[src/rtl/rr_encoder_arbiter.sv]
// rr_encoder_arbiter
//   Round-robin arbiter sharing one downstream resource among N_REQ (=4)
//   requesters. A winner keeps the grant while it holds its request.
//   Optionally, the grant is force-released after MAX_HOLD cycles if
//   other requesters are waiting. Every release passes through IDLE for
//   at least one cycle, so two grants never follow each other directly.
//
// Ports
//   clk          rising-edge clock
//   rst          asynchronous active-high reset
//   req          level-sensitive request lines, bit i = requester i
//   grant        registered one-hot grant, 0 when idle
//   grant_idx    binary index of the granted requester, 0 when idle
//   grant_valid  high while any grant bit is set
//   timeout      one-cycle pulse in the cycle that follows a forced release
//   hold_cnt     cycles the current grant has been held, saturating (debug)
module rr_encoder_arbiter #(
    parameter int N_REQ    = 4,
    parameter int IDX_W    = 2,
    parameter int MAX_HOLD = 16
) (
    input  logic             clk,
    input  logic             rst,
    input  logic [N_REQ-1:0] req,
    output logic [N_REQ-1:0] grant,
    output logic [IDX_W-1:0] grant_idx,
    output logic             grant_valid,
    output logic             timeout,
    output logic [7:0]       hold_cnt
);

    typedef enum logic {IDLE, GRANT} state_t;

    // hold_cnt value in the last grant cycle allowed while others wait
    localparam logic [7:0] HOLD_LAST = 8'(MAX_HOLD - 1);
    localparam bit         TO_EN     = (MAX_HOLD != 0);

    state_t           state, state_nxt;
    logic [IDX_W-1:0] ptr, ptr_nxt;
    logic [N_REQ-1:0] grant_nxt;
    logic [IDX_W-1:0] idx_nxt;
    logic             valid_nxt;
    logic             timeout_nxt;
    logic [7:0]       hold_nxt;

    // Rotating priority search: first set request at ptr, ptr+1, ... (mod N)
    logic             found;
    logic [IDX_W-1:0] win;
    logic [IDX_W-1:0] cand;

    always_comb begin
        found = 1'b0;
        win   = '0;
        cand  = '0;
        for (int i = 0; i < N_REQ; i++) begin
            cand = ptr + IDX_W'(i);
            if (!found && req[cand]) begin
                found = 1'b1;
                win   = cand;
            end
        end
    end

    logic owner_req;   // current winner still requesting
    logic others_wait; // some other requester is pending
    logic hold_expired;

    assign owner_req    = |(req & grant);
    assign others_wait  = |(req & ~grant);
    assign hold_expired = TO_EN && (hold_cnt == HOLD_LAST);

    always_comb begin
        state_nxt   = state;
        ptr_nxt     = ptr;
        grant_nxt   = grant;
        idx_nxt     = grant_idx;
        valid_nxt   = grant_valid;
        timeout_nxt = 1'b0;
        hold_nxt    = hold_cnt;
        case (state)
            IDLE: begin
                grant_nxt = '0;
                idx_nxt   = '0;
                valid_nxt = 1'b0;
                hold_nxt  = '0;
                if (found) begin
                    grant_nxt = N_REQ'(1) << win;
                    idx_nxt   = win;
                    valid_nxt = 1'b1;
                    ptr_nxt   = win + IDX_W'(1);
                    state_nxt = GRANT;
                end
            end
            GRANT: begin
                // A drop by the winner takes precedence over the timeout, so
                // a simultaneous drop never reports a forced release.
                if (!owner_req || (hold_expired && others_wait)) begin
                    grant_nxt   = '0;
                    idx_nxt     = '0;
                    valid_nxt   = 1'b0;
                    hold_nxt    = '0;
                    timeout_nxt = owner_req;
                    state_nxt   = IDLE;
                end else if (hold_cnt != 8'hFF) begin
                    hold_nxt = hold_cnt + 8'd1;
                end
            end
            default: state_nxt = IDLE;
        endcase
    end

    always_ff @(posedge clk or posedge rst) begin
        if (rst) begin
            state       <= IDLE;
            ptr         <= '0;
            grant       <= '0;
            grant_idx   <= '0;
            grant_valid <= 1'b0;
            timeout     <= 1'b0;
            hold_cnt    <= '0;
        end else begin
            state       <= state_nxt;
            ptr         <= ptr_nxt;
            grant       <= grant_nxt;
            grant_idx   <= idx_nxt;
            grant_valid <= valid_nxt;
            timeout     <= timeout_nxt;
            hold_cnt    <= hold_nxt;
        end
    end

endmodule

[config.mk]
export PLATFORM = sky130hd
export DESIGN_NAME = rr_encoder_arbiter
export DESIGN_NICKNAME = d
export VERILOG_FILES = /design/src/rtl/rr_encoder_arbiter.sv
export SDC_FILE = /design/constraint.sdc
export NUM_CORES = 1
export LEC_CHECK = 0
export ABC_AREA = 1
export ABC_CLOCK_PERIOD_IN_PS = 1700
export CELL_PAD_IN_SITES_DETAIL_PLACEMENT = 1
export CELL_PAD_IN_SITES_GLOBAL_PLACEMENT = 1
export CORE_MARGIN = 5
export CORE_UTILIZATION = 34
export CTS_CLUSTER_DIAMETER = 200
export CTS_CLUSTER_SIZE = 12
export DETAILED_ROUTE_END_ITERATION = 10
export GPL_ROUTABILITY_DRIVEN = 0
export HOLD_SLACK_MARGIN = 0.08
export PLACE_DENSITY = 0.71
export SLEW_MARGIN = 10
export SYNTH_ARGS = -nofsm -noshare
export SYNTH_HDL_FRONTEND = slang
export SYNTH_SLANG_ARGS = --single-unit
[constraint.sdc]
create_clock -name clk -period 1.7 [get_ports clk]
set_clock_uncertainty 0.15 [all_clocks]
set_input_delay 0.255 -clock clk [delete_from_list [all_inputs] [get_ports clk]]
set_output_delay 0.255 -clock clk [all_outputs]
set_load 0.02 [all_outputs]
### Yosys cells after proc, flatten, opt, wreduce, memory -nomap -nowiden

Index checks and enable logic that the tools add are counted.

| storage, ports and cells | value |
|---|---|
| bits in registers | 19 |
| input port bits | 6 |
| output and inout bits | 16 |
| word-level logic and storage cells | 69 |

| cells by class | value |
|---|---|
| add/sub/neg operators | 5 |
| magnitude comparators | 4 |
| equal/unequal tests | 4 |
| shift-type cells | 1 |
| mux-type cells | 32 |
| bitwise operators | 4 |
| reduce and logical (&&, ||, !) cells | 12 |

Operators by type and width:

| kind | count |
|---|---|
| 2-to-1 mux 8 bit | 2 |
| case mux 8 bit (2 select lines) | 1 |
| 2-to-1 mux 1 bit | 13 |
| < comparator 2 x 3 -> 1 bit, second input constant | 4 |
| 2-to-1 mux 2 bit | 6 |
| adder 8 x 1 -> 8 bit, second input constant | 1 |
| bitwise AND 4 bit | 2 |
| binary-select mux 1 bit (select 2 bit) | 4 |
| equality test 8 x 4 -> 1 bit, second input constant | 1 |
| 2-to-1 mux 4 bit | 2 |
| != test 8 bit, second input constant | 1 |
| case mux 4 bit (2 select lines) | 1 |
| OR reduction 4 bit | 2 |
| adder 2 x 1 -> 2 bit, second input constant | 2 |
| adder 2 bit, second input constant | 2 |
| logical AND 1 bit | 4 |
| logical NOT 1 bit | 4 |
| NOT 4 bit | 1 |
| case mux 1 bit (2 select lines) | 2 |
| case mux 2 bit (2 select lines) | 1 |
| left shift 1 x 2 -> 4 bit, first input constant | 1 |
| != test 3 x 1 -> 1 bit, second input constant | 1 |
| != test 2 x 1 -> 1 bit, second input constant | 1 |
| AND reduction 2 bit | 1 |
| 2 further kinds | 2 |

### Depth between registers and ports, before layout

| depth | value |
|---|---|
| depth in word-level cells | 15 |
| gate-level depth with buffers | 14 |
| depth with buffers taken out | 13 |

### Worst setup path before layout

Ideal clock, no wire load.

| timing path | value |
|---|---|
| kind | flip-flop to flip-flop |
| from | register ptr[0] |
| to | register ptr[1] |
| arrival time | 1.576 ns |
| path slack | -0.142 ns |
| stages on the path, launching flop included | 13 |
| buffers on the path | 1 |
| clock period less this slack | 1.842 ns |
| cell sequence | dfrtp_1 buf_6 nand2_1 nand3_1 nand2_2 inv_1 a21oi_1 nand2_1 nand2_2 inv_1 ha_1 nand2_1 nand2_1 |

| between the ends | value |
|---|---|
| word-level cells in the longest chain between the ends | 13 |
| elaborated cells on any way between the ends | 27 |

Ends and longest elaborated chain:

| what | line | text |
|---|---|---|
| start: declaration | 39 | `logic [IDX_W-1:0] ptr, ptr_nxt;` |
| start signal: assignment | 123 | `ptr <= ptr_nxt;` |
| parallel branches: the longest is 13 deep, another holds adder 2 x 1 -> 2 bit | n/a |  |

Several ways; the timed one is not identified. The select of a mux whose other input is x is not followed.
A chain may end at the register's enable or synchronous reset.

### Worst setup path after layout

| timing path | value |
|---|---|
| from | register ptr[0] |
| to | register grant[0] |

| between the ends | value |
|---|---|
| word-level cells in the longest chain between the ends | 15 |
| elaborated cells on any way between the ends | 28 |

Ends and longest elaborated chain:

| what | line | text |
|---|---|---|
| parallel branches: the longest is 13 deep, another holds adder 2 x 1 -> 2 bit | n/a |  |
| 2-to-1 mux 4 bit * | 86 | `if (found) begin` |
| case mux 4 bit (2 select lines) * | 80 | `case (state)` |
| end signal: assignment | 124 | `grant <= grant_nxt;` |
| end: declaration | 25 | `output logic [N_REQ-1:0] grant,` |

Every way passes the cells marked *. The select of a mux whose other input is x is not followed.

==> flow_summary.toml <==
[timing]
finalSetupTns_ns = -2.36
slew_headroom_pct = 81.1
slew_viol_final = 0
layout_setup_ws_ns = -0.313
rsz0062_at_grt = "true"
setup_viol = 10
min_period_over_period_pct = 118
hold_viol = 0
fmax_ghz = 0.497
fin_crit_ns = 2.01
tightest_slew_ns = 0.284

[synthesis]
ys_types = 26
syn_nets = 179
synth.yosys.seq_area_share_pct = 37.9
syn-instance-count = 168
syn_avg_cell_area_um2 = 7.47
synthesis.area_um2 = 1250
synth_top_area_share_pct = 37.9
yosysWarnings = 0
synth_area_leaders = "dfrtp_1, nand2_1, nand2_2"
ys_seq_elements = 19
synth_top_cell_by_area = "dfrtp_1"

[place]
dp_hpwl_um = 3360
dpl.cell_count = 265
port-buffer-count = 21

[floorplan]
core.rowCount = 22
core_um2 = 3610
design.die.area_um2 = 5010
initial_utilization_pct = 34.8
die_w_um = 70.8
io_pins = 22
die_h_um = 70.8

[finish]
layout_commonest_cell = "nand2_1"
mostFrequentLayoutCells = "nand2_1, buf_4, nand2_2, dfrtp_1, nand2_4"
drive_gt1_share_pct = 47.2
area_growth_pct = 65.0
final_cell_count_no_fill = 279
nets = 243
antenna_cells = 0

[route]
avgRoutedWirePerCell_um = 16.9
via_count = 1361
drtIter0Drc = 51
dr.pass1.iters = 4
postRouteAntennaNets = 0
drc = 0
vias_per_cell = 4.88
wirelength_um = 4710

[global_routing]
grt_overflow = 0
track_usage_pct = 18.3
grt_max_degree = 20
antenna_found_initial = 0
grt_pass1_wl_um = 7250
grt_pass1_vias = 1504

[worst_setup_path]
worstPathArrival_ns = 2.02
crit_type = "flop to flop"
cp-end-kind = "flop"
start_kind = "flop"
path_max_fanout = 8
ff2ff_setup_slack_ns = -0.31
cp_data_required_time_ns = 1.70

[clocking]
clockRootBuffer = "clkbuf_8"
cts_hold_buf = 0
clock_latency_ns = 0.26
htreeDepth = 1
cts.sinks = 19
tritoncts = "built"
numCtsBuffers = 3
path_clk_slew_ns = 0.08
clockBufferDepth = 2

[power]
power.leakage_nw = 1.15
pwr_density_cell_nw_per_um2 = 1830
p_total_mw = 3.80
ir_drop_uv = 840

[status]
violations = "negative setup slack"
status = "finished with violations"

[min_path]
worst_hold_path_type = "primary input to async pin"

[job]
max_cap_viol_count = 0
==> worst paths after layout <==
check	endpoint	startpoint	cells past startpoint
min	hold_cnt[5]$_DFFE_PP0P_	rst	3
max	grant[0]$_DFFE_PP0P_	ptr[0]$_DFFE_PP0P_	12
max reg2reg	grant[0]$_DFFE_PP0P_	ptr[0]$_DFFE_PP0P_	12
min reg2reg	grant_valid$_DFFE_PP0P_	grant_valid$_DFFE_PP0P_	2
min in group clk	grant_valid$_DFFE_PP0P_	grant_valid$_DFFE_PP0P_	2
max in group asynchronous	ptr[1]$_DFFE_PP0P_	rst	3
==> timing repair <==
action                     4_1_cts  5_1_grt
cloned                           0        1
setup buffers                    7        4
pin swaps                       17        6
gates resized for setup         41       21
setup endpoints to repair       19       21
==> sequential cells by signal, indices dropped and copies added, names as in the netlist <==
| signal | flops |
|---|---|
| state | 1 |
| grant_valid | 1 |
| hold_cnt | 8 |
| ptr | 2 |
| grant_idx | 2 |
| timeout | 1 |
| grant | 4 |
==> area by class of cell <==
type                            count  area, um^2
Tap cell                           48        60.1
Fill cell                         450        1540
Sequential cell                    19         480
Inverter                           23        98.8
Multi-Input combinational cell    125         878
Clock inverter                      1        7.51
Timing Repair inverter              1        5.00
Timing Repair Buffer               59         499
Clock buffer                        3        41.3
==> per-stage QoR <==
| step | util, % | setup slack (ns) | hold slack [ns] | instance area, um^2 |
|---|---|---|---|---|
| finish | 57.4 | -0.313 | 0.167 | 2070 |
| global route | 57.4 | -0.421 | 0.191 | 2070 |
| global placement | 49.2 | -0.463 | 0.308 | 1770 |
| detailed placement | 49.2 | -0.575 | 0.323 | 1770 |
| floorplan | - | -0.0978 | 0.0560 | 1300 |
| CTS | 54.8 | -0.252 | 0.166 | 1980 |
==> logic make-up after synthesis <==
kind of cell	count (synthesis)	synth area share, %
xor gates and xnor gates	1	0.698
buffers and inverters	24	8.17
DFF	19	37.9
and+or+nand+nor	111	44.3
adders and majority gates	5	4.99
AOI/OAI and AO/OA	8	3.99
==> worst max-delay path: stages (launching register included) <==
cell and delay (ns):
dfrtp_2 0.51, inv_6 0.16, nand2_4 0.08, nand3_4 0.08, nand2_4 0.08, nor2_8 0.15, nand3_4 0.10, nand3_2 0.10
nand2_2 0.08, buf_4 0.14, ha_1 0.16, nand2_1 0.07, nand2_1 0.05
==> power by group <==
group          switching, mW  internal, mW
Combinational           1.54          1.22
Sequential             0.141         0.567
Clock                  0.166         0.165
==> layer usage <==
layer	routed length (um)	vias to the layer above	track usage, %
met2	2840	21	38.1
met5	0	-	0
met3	110	6	2.13
li1	-	650	-
met4	59	0	5.01
met1	1700	684	18.7
==> cells in the mapped netlist, drive strengths merged <==
master and instances:
a211oi 1, a21oi 2, a31oi 1, buf 1
clkinv 1, dfrtp 19, ha 5, inv 22
nand2 75, nand3 12, nand3b 1, nand4 3
nor2 14, nor3 5, nor3b 1, o21ai 2
o22ai 2, xor2 1
(Power assumes the default switching activity.)
